<file path="src/rtl/tx_os_generator.sv">
// Per-lane TS1/TS2/idle ordered-set transmitter for the LTSSM substates.
// Words use the same byte layout and substate encoding as the RX checker.
module tx_os_generator #(
  parameter int MIN_TS1 = 1024,
  parameter int POST_TS = 16,
  parameter int CNT_W   = 11
) (
  input  logic         clk,
  input  logic         reset,
  input  logic         start,
  input  logic [3:0]   substate,
  input  logic [7:0]   linkNumber,
  input  logic [7:0]   laneNumber,
  input  logic [7:0]   rateId,
  input  logic         upconfig,
  input  logic         rxDone,
  input  logic         txReady,
  output logic [127:0] orderedset,
  output logic         valid,
  output logic         txElecIdle,
  output logic         txDone
);

  localparam logic [7:0] PAD    = 8'hF7;
  localparam logic [7:0] ID_TS1 = 8'h2A;
  localparam logic [7:0] ID_TS2 = 8'h25;
  localparam logic [7:0] BYTE4  = 8'hAA;

  localparam logic [CNT_W-1:0] CNT_MAX  = '1;
  localparam logic [CNT_W-1:0] MIN_CNT  = CNT_W'(MIN_TS1);
  localparam logic [CNT_W-1:0] POST_CNT = CNT_W'(POST_TS);

  typedef enum logic [1:0] {
    S_IDLE,
    S_SEND,
    S_POST,
    S_DONE
  } state_t;

  state_t state, state_n;

  logic [3:0]       sub_q, sub_n, sub_in;
  logic [7:0]       link_q, link_n;
  logic [7:0]       lane_q, lane_n;
  logic [7:0]       rate_q, rate_n;
  logic             upc_q, upc_n;
  logic [CNT_W-1:0] cnt, cnt_n, cnt_inc;
  logic             rx_seen, rx_seen_n;
  logic             rx_now;
  logic             sent;
  logic             valid_n;
  logic [127:0]     word_n;

  function automatic logic active(input logic [3:0] sub);
    return (sub >= 4'd2) && (sub <= 4'd9);
  endfunction

  function automatic logic [127:0] build_word(
    input logic [3:0] sub,
    input logic [7:0] link,
    input logic [7:0] lane,
    input logic [7:0] rate,
    input logic       upc
  );
    logic [7:0] id;
    logic [7:0] lk;
    logic [7:0] ln;
    logic       ts;
    id = ID_TS1;
    lk = PAD;
    ln = PAD;
    ts = 1'b1;
    case (sub)
      4'd2: id = ID_TS1;
      4'd3: id = ID_TS2;
      4'd4, 4'd5: lk = link;
      4'd6, 4'd7: begin
        lk = link;
        ln = lane;
      end
      4'd8: begin
        id = ID_TS2;
        lk = link;
        ln = lane;
      end
      default: ts = 1'b0;
    endcase
    if (ts)
      return {32'h0, {7{id}}, BYTE4,
              rate[7], upc, rate[5:0],
              PAD, lk, ln};
    return '0;
  endfunction

  // Out-of-range substates behave like detectQuiet.
  assign sub_in  = (substate > 4'd9) ? 4'd0 : substate;
  assign sent    = ((state == S_SEND) || (state == S_POST)) && txReady;
  assign cnt_inc = (cnt == CNT_MAX) ? cnt : cnt + 1'b1;
  assign rx_now  = rx_seen | rxDone;

  always_comb begin
    state_n   = state;
    sub_n     = sub_q;
    link_n    = link_q;
    lane_n    = lane_q;
    rate_n    = rate_q;
    upc_n     = upc_q;
    cnt_n     = cnt;
    rx_seen_n = rx_seen;
    if (start) begin
      sub_n     = sub_in;
      link_n    = linkNumber;
      lane_n    = laneNumber;
      rate_n    = rateId;
      upc_n     = upconfig;
      cnt_n     = '0;
      rx_seen_n = 1'b0;
      state_n   = active(sub_in) ? S_SEND : S_DONE;
    end else begin
      unique case (state)
        S_IDLE: state_n = S_IDLE;
        S_SEND: begin
          if (rxDone)
            rx_seen_n = 1'b1;
          if (sent) begin
            cnt_n = cnt_inc;
            case (sub_q)
              4'd2: begin
                if (rx_now && (cnt_inc >= MIN_CNT))
                  state_n = S_DONE;
              end
              4'd4, 4'd5, 4'd6, 4'd7: begin
                if (rx_now)
                  state_n = S_DONE;
              end
              default: begin
                if (rx_now) begin
                  state_n = S_POST;
                  cnt_n   = '0;
                end
              end
            endcase
          end
        end
        S_POST: begin
          if (sent) begin
            cnt_n = cnt_inc;
            if (cnt_inc >= POST_CNT)
              state_n = S_DONE;
          end
        end
        S_DONE: state_n = S_DONE;
        default: state_n = S_IDLE;
      endcase
    end
  end

  // DONE keeps the lane fed so the serializer is never starved.
  always_comb begin
    valid_n = (state_n == S_SEND) || (state_n == S_POST) ||
              ((state_n == S_DONE) && active(sub_n));
    word_n  = '0;
    if (valid_n)
      word_n = build_word(sub_n, link_n, lane_n, rate_n, upc_n);
  end

  always_ff @(posedge clk) begin
    if (reset) begin
      state      <= S_IDLE;
      sub_q      <= '0;
      link_q     <= '0;
      lane_q     <= '0;
      rate_q     <= '0;
      upc_q      <= 1'b0;
      cnt        <= '0;
      rx_seen    <= 1'b0;
      orderedset <= '0;
      valid      <= 1'b0;
      txElecIdle <= 1'b1;
      txDone     <= 1'b0;
    end else begin
      state      <= state_n;
      sub_q      <= sub_n;
      link_q     <= link_n;
      lane_q     <= lane_n;
      rate_q     <= rate_n;
      upc_q      <= upc_n;
      cnt        <= cnt_n;
      rx_seen    <= rx_seen_n;
      orderedset <= word_n;
      valid      <= valid_n;
      txElecIdle <= !valid_n;
      txDone     <= (state_n == S_DONE);
    end
  end

endmodule

</file>
<file path="config.mk">
export PLATFORM = sky130hd
export DESIGN_NAME = tx_os_generator
export DESIGN_NICKNAME = d
export VERILOG_FILES = /design/src/rtl/tx_os_generator.sv
export SDC_FILE = /design/constraint.sdc
export NUM_CORES = 1
export LEC_CHECK = 0
export BUFFER_PORTS_ARGS = -buffer_cell sky130_fd_sc_hd__buf_2
export CORE_MARGIN = 5
export CORE_UTILIZATION = 51
export DETAILED_ROUTE_END_ITERATION = 10
export GPL_ROUTABILITY_DRIVEN = 0
export GPL_TIMING_DRIVEN = 1
export PLACE_DENSITY = 0.86
export SLEW_MARGIN = 10
export SYNTH_ARGS = -nofsm -noshare
export SYNTH_HDL_FRONTEND = slang
export SYNTH_SLANG_ARGS = --single-unit
</file>
<file path="constraint.sdc">
create_clock -name clk -period 6.2 [get_ports clk]
set_input_delay 1.55 -clock clk [delete_from_list [all_inputs] [get_ports clk]]
set_output_delay 1.55 -clock clk [all_outputs]
set_load 0.05 [all_outputs]
</file>
==> results.md, run 1 <==
- The number of global-route vias before repair came to 2503.
- Across every metal layer, demand over resource in global routing totals 16.0%.
- The power per standard cell area is 299 nW/um^2.
- The initial standard-cell utilization of the core is 51.7%.
- The number of H-tree levels is 3.
- The highest cell delay on the worst timing path is 750 ps.
- Post-CTS timing repair inserted 0 buffers for setup.
- The remaining antenna violation count after routing is 0.
- The largest delay contributor family on the critical path is compound AO/OA/AOI/OAI gates.
- The share of flip-flops with an asynchronous set or reset after synthesis is 0%.
- After detailed routing, the average wire length per cell comes to 13.3 um.
- The first routing iteration left 130 violations.
- The area enclosed by the die boundary is 9040 sq um.
- From left edge to right edge, the die measures 95.1 um.
- The critical path data arrival time is 4050 ps.
- Synthesis produced a netlist whose cell count is 410.
- The type of the worst setup path is in -> reg.
- The power spent charging and discharging nets is 0.438 mW.
- The die is 95.1 um tall.
- The class of the tightest hold or removal check is reg -> reg.
- The internal power of the cells totals 0.731 mW.
- The number of gates resized after CTS was 0.
- The number of warnings reported in the yosys synthesis log is 0.
- The worst slew margin relative to its limit is 32.8%.
- The final critical path takes up 61.2% of the cycle.
- During I/O placement, the number of pins put on the boundary was 165.
- The post-route clock skew is 8.79 ps.
- Setup violations remaining at the end of the flow were counted as 0.
- The run finished with clean final reports.
- The switching power as a share of total power is 37.5%.
- VDD sags by at most 0.210 mV.
- Of the total power, registers draw 42.3%.
- The post-synthesis to final-layout area growth is 6.14%.
- The number of buffers and inverters on the critical path is 1.
- The post-route netlist has 29.6% of its cells at a drive strength greater than 1.
- Of the synthesized area, sequential elements account for 39.1%.
- The most common cell after layout, fill and taps aside is sky130_fd_sc_hd__buf_2.
- In the routed design, unresolved DRC markers number 0.
- Overall power consumption after layout is estimated at 1.17 mW.
- Setup repair after global routing left no endpoint under its margin.
- The total overflow left after global routing is 0.
- The clock buffer count from CTS is 9.
- The final antenna diode count is 0.
- The count of TritonRoute iterations in the first routing pass is 4.
- Among all flip-flop cells after synthesis, the most frequent one is sky130_fd_sc_hd__dfxtp_1.
- The global-route wire length before repair is 11400 um.
- In this run, synthesis inferred 0 flip-flops with an integrated enable.
- In the final timing run, aggregate negative setup slack is 0 ps.
- Entering global routing, the biggest net connects 40 pins.
- The clock latency reported for the late side of the worst-skew pair is 340 ps.
- The share of total power dissipated in combinational logic is 24.5%.
- The clock transition at the register clock pins on the worst setup and hold paths after CTS is 90 ps.
- The final routed wirelength across all metal layers is 7590 um.
- The number of hold violations in the final report is 0.
- In this run the worst path has a maximum fanout of 39.
- The clock root buffer is sky130_fd_sc_hd__clkbuf_8.
- In this run the standard cell core region covers 7140 sq um.
- The share of total power dissipated in the clock network is 33.2%.
- STA classifies the critical path startpoint as a primary input.
- CTS saw 72 sinks.
- The vias after detailed routing is 2727.
- For this run, the top clock speed supported by timing is 264 MHz.
- Counting along the longest clock path gives a buffer depth of 2.
- The slowest stage cell on the critical path is sky130_fd_sc_hd__buf_2.
- Traced cell by cell, the critical path runs through buf_2 -> and2b_1 -> a31oi_1 -> or3b_4 -> a211o_4 -> a211oi_2.
- For the worst setup path, the data required time is 6450 ps.
- In this run, post-CTS hold repair placed 0 buffers.
- The number of maximum-capacitance constraint violations is 0.
- The transition time at the pin with the least slew margin is 1010 ps.
- The number of antenna violations at the first check in global routing is 0.
- In the layout the commonest cells are 105 x sky130_fd_sc_hd__buf_2, 72 x sky130_fd_sc_hd__dfxtp_1, 58 x sky130_fd_sc_hd__conb_1, 44 x sky130_fd_sc_hd__nor2_1, 29 x sky130_fd_sc_hd__a21oi_1.
- The number of input and output port buffers inserted is 105.
- The number of different library cells used by synthesis comes to 54.
- The post-synthesis sequential element count is 72.
- The minimum clock period after layout is 3790 ps.
- The nature of the critical path endpoint is a flip-flop.
- The post-synthesis instance area is 3690 sq um.
- Setup slack on the worst reg-to-reg path comes out at 3180 ps.
- The detail-routed via count per cell is 4.79.
- The number of placement rows is 31.
- The synthesized area per cell is 9.00 sq um.
- The placed wire-length estimate after detailed placement is 5540 um.
- The max-slew violation total from the final report is 0.
- The clock tree from TritonCTS is yes.
- The final layout contains 506 nets.
- The total leakage power is 1.98 nW.
-- state kept, by name, indices dropped and copies added, names as in the netlist --
| register | flops |
|---|---|
| state | 2 |
| lane_q | 8 |
| txElecIdle | 1 |
| rx_seen | 1 |
| upc_q | 1 |
| orderedset | 27 |
| sub_q | 4 |
| rate_q | 7 |
| link_q | 8 |
| cnt | 11 |
| txDone | 1 |
| valid | 1 |
-- synthesized netlist by cell type (all sizes together), types with 4 or more instances --
| master | number | area share, % |
|---|---|---|
| buf | 108 | 22 |
| dfxtp | 72 | 39 |
| nor2 | 50 | 5.5 |
| a21oi | 29 | 3.9 |
| mux2i | 24 | 6.5 |
| nand2 | 13 | 1.3 |
| nand3 | 11 | 1.5 |
| clkbuf | 10 | 1.0 |
| a31oi | 7 | 1.2 |
| ha | 7 | 2.4 |
| o21ai | 7 | 0.95 |
| inv | 5 | 0.51 |
| and2 | 4 | 0.68 |
| nand3b | 4 | 0.81 |
| nand4 | 4 | 0.68 |
| or2 | 4 | 0.68 |
-- through the flow --
| step | setup WS [ps] | util (%) | hold WS, ps | cell area, sq um | instances |
|---|---|---|---|---|---|
| final | 2410 | 54.9 | 496 | 3920 | 569 |
| after global placement | 2100 | 52.0 | 468 | 3710 | 553 |
| after floorplan | 2610 | - | 452 | 3900 | 467 |
| after CTS | 2410 | 54.9 | 500 | 3920 | 569 |
| after detailed placement | 2060 | 52.0 | 479 | 3710 | 553 |
| after global routing | 2290 | 54.9 | 526 | 3920 | 569 |
-- cell families after synthesis --
logic type	synth area share, %
other cells	0.102
flops	39.1
buf+inv	23.4
fa+ha+maj	2.37
simple gates	16.3
xor+xnor	1.19
mux	6.82
compound gates	10.7
-- routing by layer --
layer  global-route usage, %  up-vias  share of wire, %  routed length [um]
met5                       0        -                 0                   0
met4                    4.33        0               1.0                  76
met3                    7.26        9                11                 867
met2                    27.6      128                49                3700
met1                    17.7     1253                39                2940
li1                        -     1337                 -                   -
-- cell type report --
class | count | area [sq um]
Clock buffer | 9 | 124
Clock inverter | 7 | 83.8
Fill cell | 680 | 3220
Inverter | 5 | 18.8
Multi-Input combinational cell | 272 | 1600
Sequential cell | 72 | 1440
Tap cell | 99 | 124
Timing Repair Buffer | 105 | 526
-- power by group through the flow --
stage	Sequential [mW]	Clock (mW)	Combinational, mW
6_report	0.495	0.388	0.286
5_1_grt	0.498	0.425	0.303
4_1_cts	0.496	0.397	0.287
3_5_place_dp	0.506	0	0.285
3_3_place_gp	0.505	0	0.282
2_1_floorplan	0.546	0	0.245
-- worst reg2reg max path: stages, from the launching register on --
cell,delay (ps)
sky130_fd_sc_hd__dfxtp_1,380
sky130_fd_sc_hd__ha_1,270
sky130_fd_sc_hd__and4_1,380
sky130_fd_sc_hd__nand4_1,150
sky130_fd_sc_hd__xnor2_1,180
sky130_fd_sc_hd__a2111oi_2,370
sky130_fd_sc_hd__o31ai_1,140
sky130_fd_sc_hd__ha_1,320
sky130_fd_sc_hd__nor2_1,60
sky130_fd_sc_hd__a211o_4,450
sky130_fd_sc_hd__a211oi_2,240
-- path summary, 6_finish.rpt --
| check | from | endpoint | depth (start not counted) |
|---|---|---|---|
| max reg2reg | cnt[0]$_SDFFE_PP0P_ | orderedset[90]$_SDFF_PP0_ | 10 |
| min | link_q[4]$_SDFF_PP0_ | link_q[4]$_SDFF_PP0_ | 2 |
| max | start | orderedset[90]$_SDFF_PP0_ | 6 |
| min reg2reg | link_q[4]$_SDFF_PP0_ | link_q[4]$_SDFF_PP0_ | 2 |
Power figures use the tool's default switching activity.
==> run 2, diff against run 1 <==
- ABC_AREA: not set -> 1
- CORE_UTILIZATION: 51 -> 43
- PLACE_DENSITY: 0.86 -> 0.77
- clock period: 6.2 -> 3.1 ns (I/O delays scaled with it)
==> run 2 against run 1 <==
Against the previous run: area after synthesis rose by 1.5%; sequential power grew 100%; first-iteration DRC count is 35% lower; worst hold slack got worse by 5.4 ps; die area rose by 18%; worst setup slack lost 2100 ps; clock power rose by 87%; synthesized cell count increased by 11%; final cell count increased by 12%; combinational power is 120% higher; critical endpoint is now orderedset[10]$_SDFF_PP0_.
==> results.md, run 2 <==
- The power share of the sequential group is 42.5% (+0.2 points).
- The required arrival time at the worst endpoint is 3320 ps (-3130 ps).
- For this run, the top clock speed supported by timing is 358 MHz.
- The most common cell after layout, fill and taps aside is sky130_fd_sc_hd__buf_2.
- The post-synthesis instance area came to 3740 sq um (+1.5%).
- The vias after detailed routing was 2786 (+2.2%).
- For hold timing, the worst endpoint is lane_q[4]$_SDFF_PP0_.
- The register with the most flip-flops in the final layout is orderedset.
- The pin count of the biggest net entering global routing is 23 (-43%).
- The most used cell along the critical path is sky130_fd_sc_hd__nand2_1.
- The area enclosed by the die boundary was 10700 sq um (+18%).
- The power per standard cell area came to 573 nW/um^2 (+92%).
- The highest net fanout along the worst path came to 11 (-72%).
- The part of the Yosys area used for sequential elements is 38.5% (-0.56 points).
- The number of flip-flops in the largest register came to 27 (unchanged).
- The critical path data arrival time is 3010 ps (-1040 ps).
- The number of nets in the final layout was 569 (+12%).
- The clock buffer count from CTS is 9 (unchanged).
- The residual DRC count is 0 (unchanged).
- Counting I/O delays and the setup requirement, the final critical path takes 2790 ps.
- The I/O pin count is 165 (unchanged).
- The area of the core is 8590 sq um (+20%).
- The all-layer global routing usage was 12.7% (-3.3 points).
- The number of placement rows is 34 (+9.7%).
- The post-synthesis instance total is 456 (+11%).
- The die height was 103 um (+8.7%).
- The post-synthesis sequential element count came to 72 (unchanged).
- The synthesized area per cell came to 8.21 sq um (-8.8%).
- The placed wire-length estimate after detailed placement is 5710 um (+3.2%).
- The power spent charging and discharging nets is 0.859 mW (+96%).
- The aggregate global routing overflow is 0 (unchanged).
- The setup slack of the most critical reg-to-reg path was 310 ps (-2870 ps).
- The number of clock sinks came to 72 (unchanged).
- The violation count after the first detailed-route iteration is 84 (-35%).
- The fill cell instance count of the final layout is 821 (+21%).
- The final core utilization is 47.4% (-7.5 points).
- The most used flip-flop cell after synthesis is sky130_fd_sc_hd__dfxtp_1.
- The number of antenna violations at the first check in global routing is 0 (unchanged).
- The initial standard-cell utilization of the core is 43.6% (-8.1 points).
- The detail-routed via count per cell is 4.35 (-9.2%).
- The number of warnings reported in the yosys synthesis log came to 0 (unchanged).
- The unique cell type count in the Yosys netlist is 34 (-37%).
- In this run the most critical hold path is launched from lane_q[4]$_SDFF_PP0_.
- The internal cell power is 1.48 mW (+100%).
- Ranked by total cell area, the synthesized netlist is headed by sky130_fd_sc_hd__dfxtp_1 39%, sky130_fd_sc_hd__buf_4 20%, sky130_fd_sc_hd__mux2i_1 6.4%.
- The path depth of the worst reg2reg path was 21 (+11).
- Compared with the post-synthesis result, the final layout area differs by 8.86%.
- The maximum VDD drop is 0.396 mV (+88%).
- The worst setup path is captured at a flip-flop.
- The clock latency reported for the late side of the worst-skew pair is 340 ps (about the same).
- The switching power as a share of total power came to 36.8% (-0.71 points).
- The endpoint identified for the worst register-to-register timing path is orderedset[10]$_SDFF_PP0_.
- The worst hold path stage count is 2 (unchanged).
- The number of H-tree levels is 3 (unchanged).
- The number of maximum-capacitance constraint violations is 0 (unchanged).
- TritonCTS built the clock tree.
- The clock root buffer is sky130_fd_sc_hd__clkbuf_8.
- The number of hold violations in the final report is 0 (unchanged).
- The number of input and output port buffers inserted is 105 (unchanged).
- The number of synthesized flops with an enable pin was 0 (unchanged).
- The global-route wire length before repair is 10800 um (-5.4%).
- The count of TritonRoute iterations in the first routing pass is 4 (unchanged).
- The final antenna diode count is 0 (unchanged).
- The startpoint class of the critical path is a flip-flop.
- The run finished with clean final reports.
- The remaining antenna violation count after routing was 0 (unchanged).
- The cell type with the largest total area after synthesis is sky130_fd_sc_hd__dfxtp_1.
- The final routed wirelength across all metal layers was 7200 um (-5.1%).
- The most frequent cell after synthesis is sky130_fd_sc_hd__buf_4.
- The part of the total power dissipated in the clock network was 31.0% (-2.2 points).
- Walking the worst path, the cells encountered are ha_1 -> nand2_1 -> nor2_1 -> nand2_1 -> nand2_1 -> nand2_1 -> o21ai_0 -> o211ai_1 -> nand2_1 -> nand2_1 -> nand2_1 -> nand2_1 -> nand2_1 -> ha_1 -> inv_1 -> nand2_1 -> inv_2 -> nor2_8 -> o21ai_4 -> buf_4 -> a21oi_2.
- The max-slew violation total from the final report is 0 (unchanged).
- The startpoint identified for the worst register-to-register timing path is cnt[1]$_SDFFE_PP0P_.
- The highest cell delay on the worst timing path came to 370 ps (-380 ps).
- The largest registers in the layout are orderedset x27, cnt x11.
- The setup slack after placement was 195 ps (-1870 ps).
- In the synthesized netlist, the cells that appear most often are 101 x sky130_fd_sc_hd__buf_4, 72 x sky130_fd_sc_hd__dfxtp_1, 57 x sky130_fd_sc_hd__nor2_1, 56 x sky130_fd_sc_hd__nand2_1, 32 x sky130_fd_sc_hd__inv_1.
- The post-route worst setup slack is 309 ps (-2100 ps).
- The fraction of post-synthesis cell area in the top cell type by area is 38.5% (-0.56 points).
- The post-route clock skew is 10.4 ps (+1.66 ps).
- The fraction of layout cells with a size suffix above 1 is 31.4% (+1.8 points).
- The routed wire length per instance is 11.3 um (-16%).
- The share of flip-flops with an asynchronous set or reset after synthesis is 0% (unchanged).
- The total leakage power was 2.14 nW (+8.4%).
- The chip width is 103 um (+8.7%).
- The type of the worst setup path is reg -> reg.
- The class of the tightest hold or removal check is reg -> reg.
- In the layout the commonest cells are 105 x sky130_fd_sc_hd__buf_2, 72 x sky130_fd_sc_hd__dfxtp_1, 58 x sky130_fd_sc_hd__conb_1, 56 x sky130_fd_sc_hd__nand2_1, 56 x sky130_fd_sc_hd__nor2_1.
- The clock transition at the register clock pins on the worst setup and hold paths after CTS is 70 ps (-20 ps).
- In the finished design, the share of the clock period the worst path needs comes to 90.0%.
- The share of power burned in combinational logic is 26.6% (+2.1 points).
- The maximum buffer depth of the clock tree came to 2 (unchanged).
- For this design, the slowest cell found on the critical path is sky130_fd_sc_hd__dfxtp_1.
- The number of endpoints failing setup at the final stage is 0 (unchanged).
- The number of buffers added to fix hold violations after cts was 0 (unchanged).
- The number of global-route vias before repair is 2508 (+0.20%).
-- run 2: cell types whose count changed in the layout (fill, tap and decap cells not counted), sizes merged, moves of 4 or more --
cell	change
nand2	+43
inv	+30
nor2	+17
o21ai	+11
buf	+10
clkinv	+6
a31oi	-5
and2	-4
-- run 2: critical path, delay by kind of cell (launching register included) --
kind	cells	cell delay (ps)
flip-flops	1	370
adder cells (fa/ha/maj)	2	430
AO/OA/AOI/OAI	4	470
AND/OR/NAND/NOR	12	1010
buffers and inverters	3	380
-- run 2: worst max-delay path by stage --
stage	start	slack, ps	to	cells past startpoint
floorplan	rxDone	650	orderedset[15]$_SDFF_PP0_	18
global placement	rxDone	270	orderedset[12]$_SDFF_PP0_	19
detailed placement	rxDone	190	orderedset[10]$_SDFF_PP0_	19
CTS	cnt[0]$_SDFFE_PP0P_	240	orderedset[10]$_SDFF_PP0_	23
global route	cnt[0]$_SDFFE_PP0P_	-10	orderedset[10]$_SDFF_PP0_	23
finish	cnt[1]$_SDFFE_PP0P_	310	orderedset[10]$_SDFF_PP0_	21
-- run 2: timing repair --
item / 4_1_cts / 5_1_grt
endpoints found under the setup margin: 0 / 15
resized for setup: 0 / 1
setup buffers: 0 / 6
-- run 2: per-layer routing --
metal / up-vias / GRT usage, % / wire length [um]
met3: 8 / 5.30 / 680
met2: 95 / 21.9 / 3680
met4: 0 / 4.18 / 78
met1: 1262 / 14.1 / 2770
li1: 1421 / - / -
met5: - / 0 / 0
-- run 2: power groups by stage --
stage | clock (mW) | sequential, mW | combinational (mW)
6_report | 0.724 | 0.992 | 0.620
5_1_grt | 0.787 | 0.997 | 0.659
4_1_cts | 0.743 | 0.993 | 0.613
3_5_place_dp | 0 | 1.01 | 0.612
3_3_place_gp | 0 | 1.01 | 0.604
2_1_floorplan | 0 | 1.09 | 0.525
-- run 2: cells by family after synthesis --
kind of cell	after synthesis	synth area share, %
other	1	0.100
buffers and inverters	153	26.3
AO/OA/AOI/OAI	53	9.43
multiplexers	24	6.42
AND/OR/NAND/NOR	146	16.9
flip-flops	72	38.5
adder cells (fa/ha/maj)	7	2.34
-- run 2: layout make-up --
class / instances / area (sq um) / share of cell area, %
Timing Repair Buffer: 115 / 613 / 15.0
Clock buffer: 10 / 138 / 3.38
Clock inverter: 5 / 57.6 / 1.41
Sequential cell: 72 / 1440 / 35.4
Tap cell: 108 / 135 / 3.32
Inverter: 42 / 158 / 3.87
Multi-Input combinational cell: 288 / 1530 / 37.6
-- run 2: stage by stage --
stage	setup TNS [ps]	area (sq um)	hold WS, ps	power [mW]	cells
3_5_place_dp	0	3830	477	1.63	619
6_report	0	4080	491	2.34	640
4_1_cts	0	4030	494	2.35	634
3_3_place_gp	0	3830	467	1.62	619
2_1_floorplan	0	3960	456	1.62	513
5_1_grt	-19.7	4080	508	2.44	640
==> run 3, diff against run 2 <==
- REMOVE_ABC_BUFFERS: not set -> 1
==> run 3 against run 2 <==
Against the previous run: sequential cell count stayed put; sequential share of layout area is 0.60 points higher; highest routed layer unchanged; global-route usage is 1.1 points higher; fmax is 0.65% higher; first-iteration DRC count is 61% higher; worst hold slack worse by 0.93 ps; cell area is 1.7% lower; via count is 0.11% higher; critical endpoint is now orderedset[8]$_SDFF_PP0_.
==> results.md, run 3 (same netlist as run 2, synthesis figures left out) <==
- The number of nets in the final layout is 562 (-1.2%).
- The worst hold slack after final layout is 490 ps (-0.928 ps).
- The number of clock sinks came to 72 (unchanged).
- The final antenna diode count was 0 (unchanged).
- The number of placement rows is 34 (unchanged).
- The placed wire-length estimate after detailed placement is 5720 um (about the same).
- The minimum clock period after layout was 2770 ps (-17.9 ps).
- The residual DRC count is 0 (unchanged).
- The remaining antenna violation count after routing was 0 (unchanged).
- The maximum VDD drop is 0.388 mV (-2.1%).
- The post-synthesis to final-layout area growth is 7.05%.
- The number of hold violations in the final report is 0 (unchanged).
- The maximum buffer depth of the clock tree is 2 (unchanged).
- The flow ran to the end, and the final reports show no timing, DRC or antenna violations.
- Headroom to the max-slew limit came out at 42.6%.
- The number of maximum-capacitance constraint violations is 0 (unchanged).
- The register with the most flip-flops is orderedset.
- The final cell count without fillers is 633 (-1.1%).
- The number of H-tree levels was 3 (unchanged).
- The highest net fanout along the worst path is 12 (+1).
- The final routed wirelength across all metal layers is 7560 um (+4.9%).
- The chip width is 103 um (unchanged).
- The critical path goes through ha_1 -> nand2_1 -> nor2_1 -> nand3b_1 -> inv_2 -> nor2_1 -> nand2_1 -> nor2_1 -> nand2_1 -> nand2_1 -> nand2_1 -> nand2_1 -> nand2_1 -> nand2_1 -> nand2_1 -> ha_1 -> inv_1 -> nand2_1 -> inv_2 -> nor2_8 -> o21ai_2 -> a21oi_2.
- The power consumption is 2.32 mW (-0.50%).
- The max-slew violation total from the final report is 0 (unchanged).
- The largest registers in the layout are orderedset x27, cnt x11.
- TritonCTS built the clock tree.
- The number of flip-flops in the largest register is 27 (unchanged).
- The clock buffer count from CTS is 9 (unchanged).
- The required arrival time at the worst endpoint is 3290 ps (-30 ps).
- The total leakage power is 2.10 nW (-2.0%).
- The worst setup path is of the reg -> reg kind.
- The placed cell count is 617 (-0.32%).
- The most used cell along the critical path is sky130_fd_sc_hd__nand2_1.
- Setup repair after global routing left no endpoint under its margin.
- The aggregate global routing overflow is 0 (unchanged).
- In this run the worst hold path is classified as reg -> reg.
- The clock transition at the register clock pins on the worst setup and hold paths after CTS is 70 ps (about the same).
- For the pin with the worst max-slew slack, the measured transition is 861 ps.
- The cell sitting at the root of the clock tree is a sky130_fd_sc_hd__clkbuf_8.
- The power per standard cell area is 580 nW/um^2 (+1.2%).
- The number of global-route vias before repair is 2639 (+5.2%).
- The pin count of the biggest net entering global routing is 26 (+13%).
- The number of buffers added to fix hold violations after cts is 0 (unchanged).
- The clock latency reported for the late side of the worst-skew pair is 340 ps (about the same).
- The area of the core is 8590 sq um (unchanged).
- The post-route clock period utilization came to 89.5% (-0.58 points).
- The routed wire length per instance is 11.9 um (+6.1%).
- The number of antenna violations at the first check in global routing is 0 (unchanged).
- The count of TritonRoute iterations in the first routing pass is 4 (unchanged).
- The die height came to 103 um (unchanged).
- The initial standard-cell utilization of the core is 43.6% (unchanged).
- The fraction of layout cells with a size suffix above 1 is 30.3% (-1.1 points).
- For this design, the slowest cell found on the critical path is sky130_fd_sc_hd__dfxtp_1.
- The all-layer global routing usage came to 13.7% (+1.1 points).
- The peak clock frequency supported by timing came to 361 MHz (+0.65%).
- The post-route clock skew was 5.57 ps (-4.87 ps).
- The final total negative setup slack is 0 ps (unchanged).
- In the layout the commonest cells are 105 x sky130_fd_sc_hd__buf_2, 72 x sky130_fd_sc_hd__dfxtp_1, 58 x sky130_fd_sc_hd__conb_1, 57 x sky130_fd_sc_hd__nor2_1, 56 x sky130_fd_sc_hd__nand2_1.
- The number of input and output port buffers inserted is 105 (unchanged).
- The violation count after the first detailed-route iteration is 135 (+61%).
- The I/O pin count came to 165 (unchanged).
- The startpoint class of the critical path is a flip-flop.
- The vias after detailed routing came to 2789 (+0.11%).
- The critical path data arrival time is 2970 ps (-40 ps).
- STA classifies the critical path endpoint as a flip-flop.
- The highest cell delay on the worst timing path came to 380 ps (about the same).
- The detail-routed via count per cell is 4.41 (+1.2%).
- The number of endpoints failing setup at the final stage is 0 (unchanged).
- The library cell used most frequently in the layout, excluding fill and tap cells, is sky130_fd_sc_hd__buf_2.
- The area enclosed by the die boundary was 10700 sq um (unchanged).
- The global-route wire length before repair is 11400 um (+6.2%).
-- run 3: cell types whose count changed in the layout (fill, tap and decap cells not counted), sizes merged --
| cell | change |
|---|---|
| inv | +1 |
| clkinv | -2 |
| clkinvlp | +1 |
| buf | -8 |
| o21ai | +1 |
-- run 3: path summary, 6_finish.rpt --
check / start / end / cells after the start / slack [ps]
hold / removal: lane_q[0]$_SDFF_PP0_ / lane_q[0]$_SDFF_PP0_ / 2 / 490
setup reg to reg: cnt[0]$_SDFFE_PP0P_ / orderedset[8]$_SDFF_PP0_ / 22 / 330
hold reg to reg: lane_q[0]$_SDFF_PP0_ / lane_q[0]$_SDFF_PP0_ / 2 / 490
setup / recovery: cnt[0]$_SDFFE_PP0P_ / orderedset[8]$_SDFF_PP0_ / 22 / 330
-- run 3: area by class of cell --
cell class | count | area [sq um]
sequential | 72 | 1440
tap | 108 | 135
fill | 810 | 4590
timing repair buffer | 107 | 541
clock buffer | 10 | 138
clock inverter | 5 | 56.3
inverter | 42 | 158
multi-input combinational | 289 | 1540
-- run 3: repair_timing --
action,4_1_cts,5_1_grt
resized for setup,0,0
setup endpoints to repair,0,5
buffers inserted,0,0
-- run 3: per-stage QoR --
stage | instance area, sq um | util (%) | setup slack (ps)
5_1_grt | 4010 | 46.6 | 33.8
2_1_floorplan | 3130 | - | -3740
3_5_place_dp | 3800 | 44.3 | 158
6_report | 4010 | 46.6 | 326
4_1_cts | 4000 | 46.5 | 223
3_3_place_gp | 3800 | 44.3 | 264
-- run 3: report_power, final --
part	switching, mW	internal, mW	total, mW
Clock	0.334	0.389	0.722
Sequential	0.0211	0.972	0.993
Combinational	0.503	0.106	0.610
-- run 3: critical path: cells and delay by family, from the launching register on --
kind | cells | cell delay, ps
AND/OR/NAND/NOR | 15 | 1160
adder cells (fa/ha/maj) | 2 | 420
AO/OA/AOI/OAI | 2 | 360
flip-flops | 1 | 380
buffers and inverters | 3 | 290
-- run 3: layer usage --
layer  wire length (um)  track usage [%]  vias up
li1                   -                -     1403
met1               2890             14.4     1255
met2               3640             23.1      116
met3                871             6.57       15
met4                155             6.57        0
met5                  0                0        -
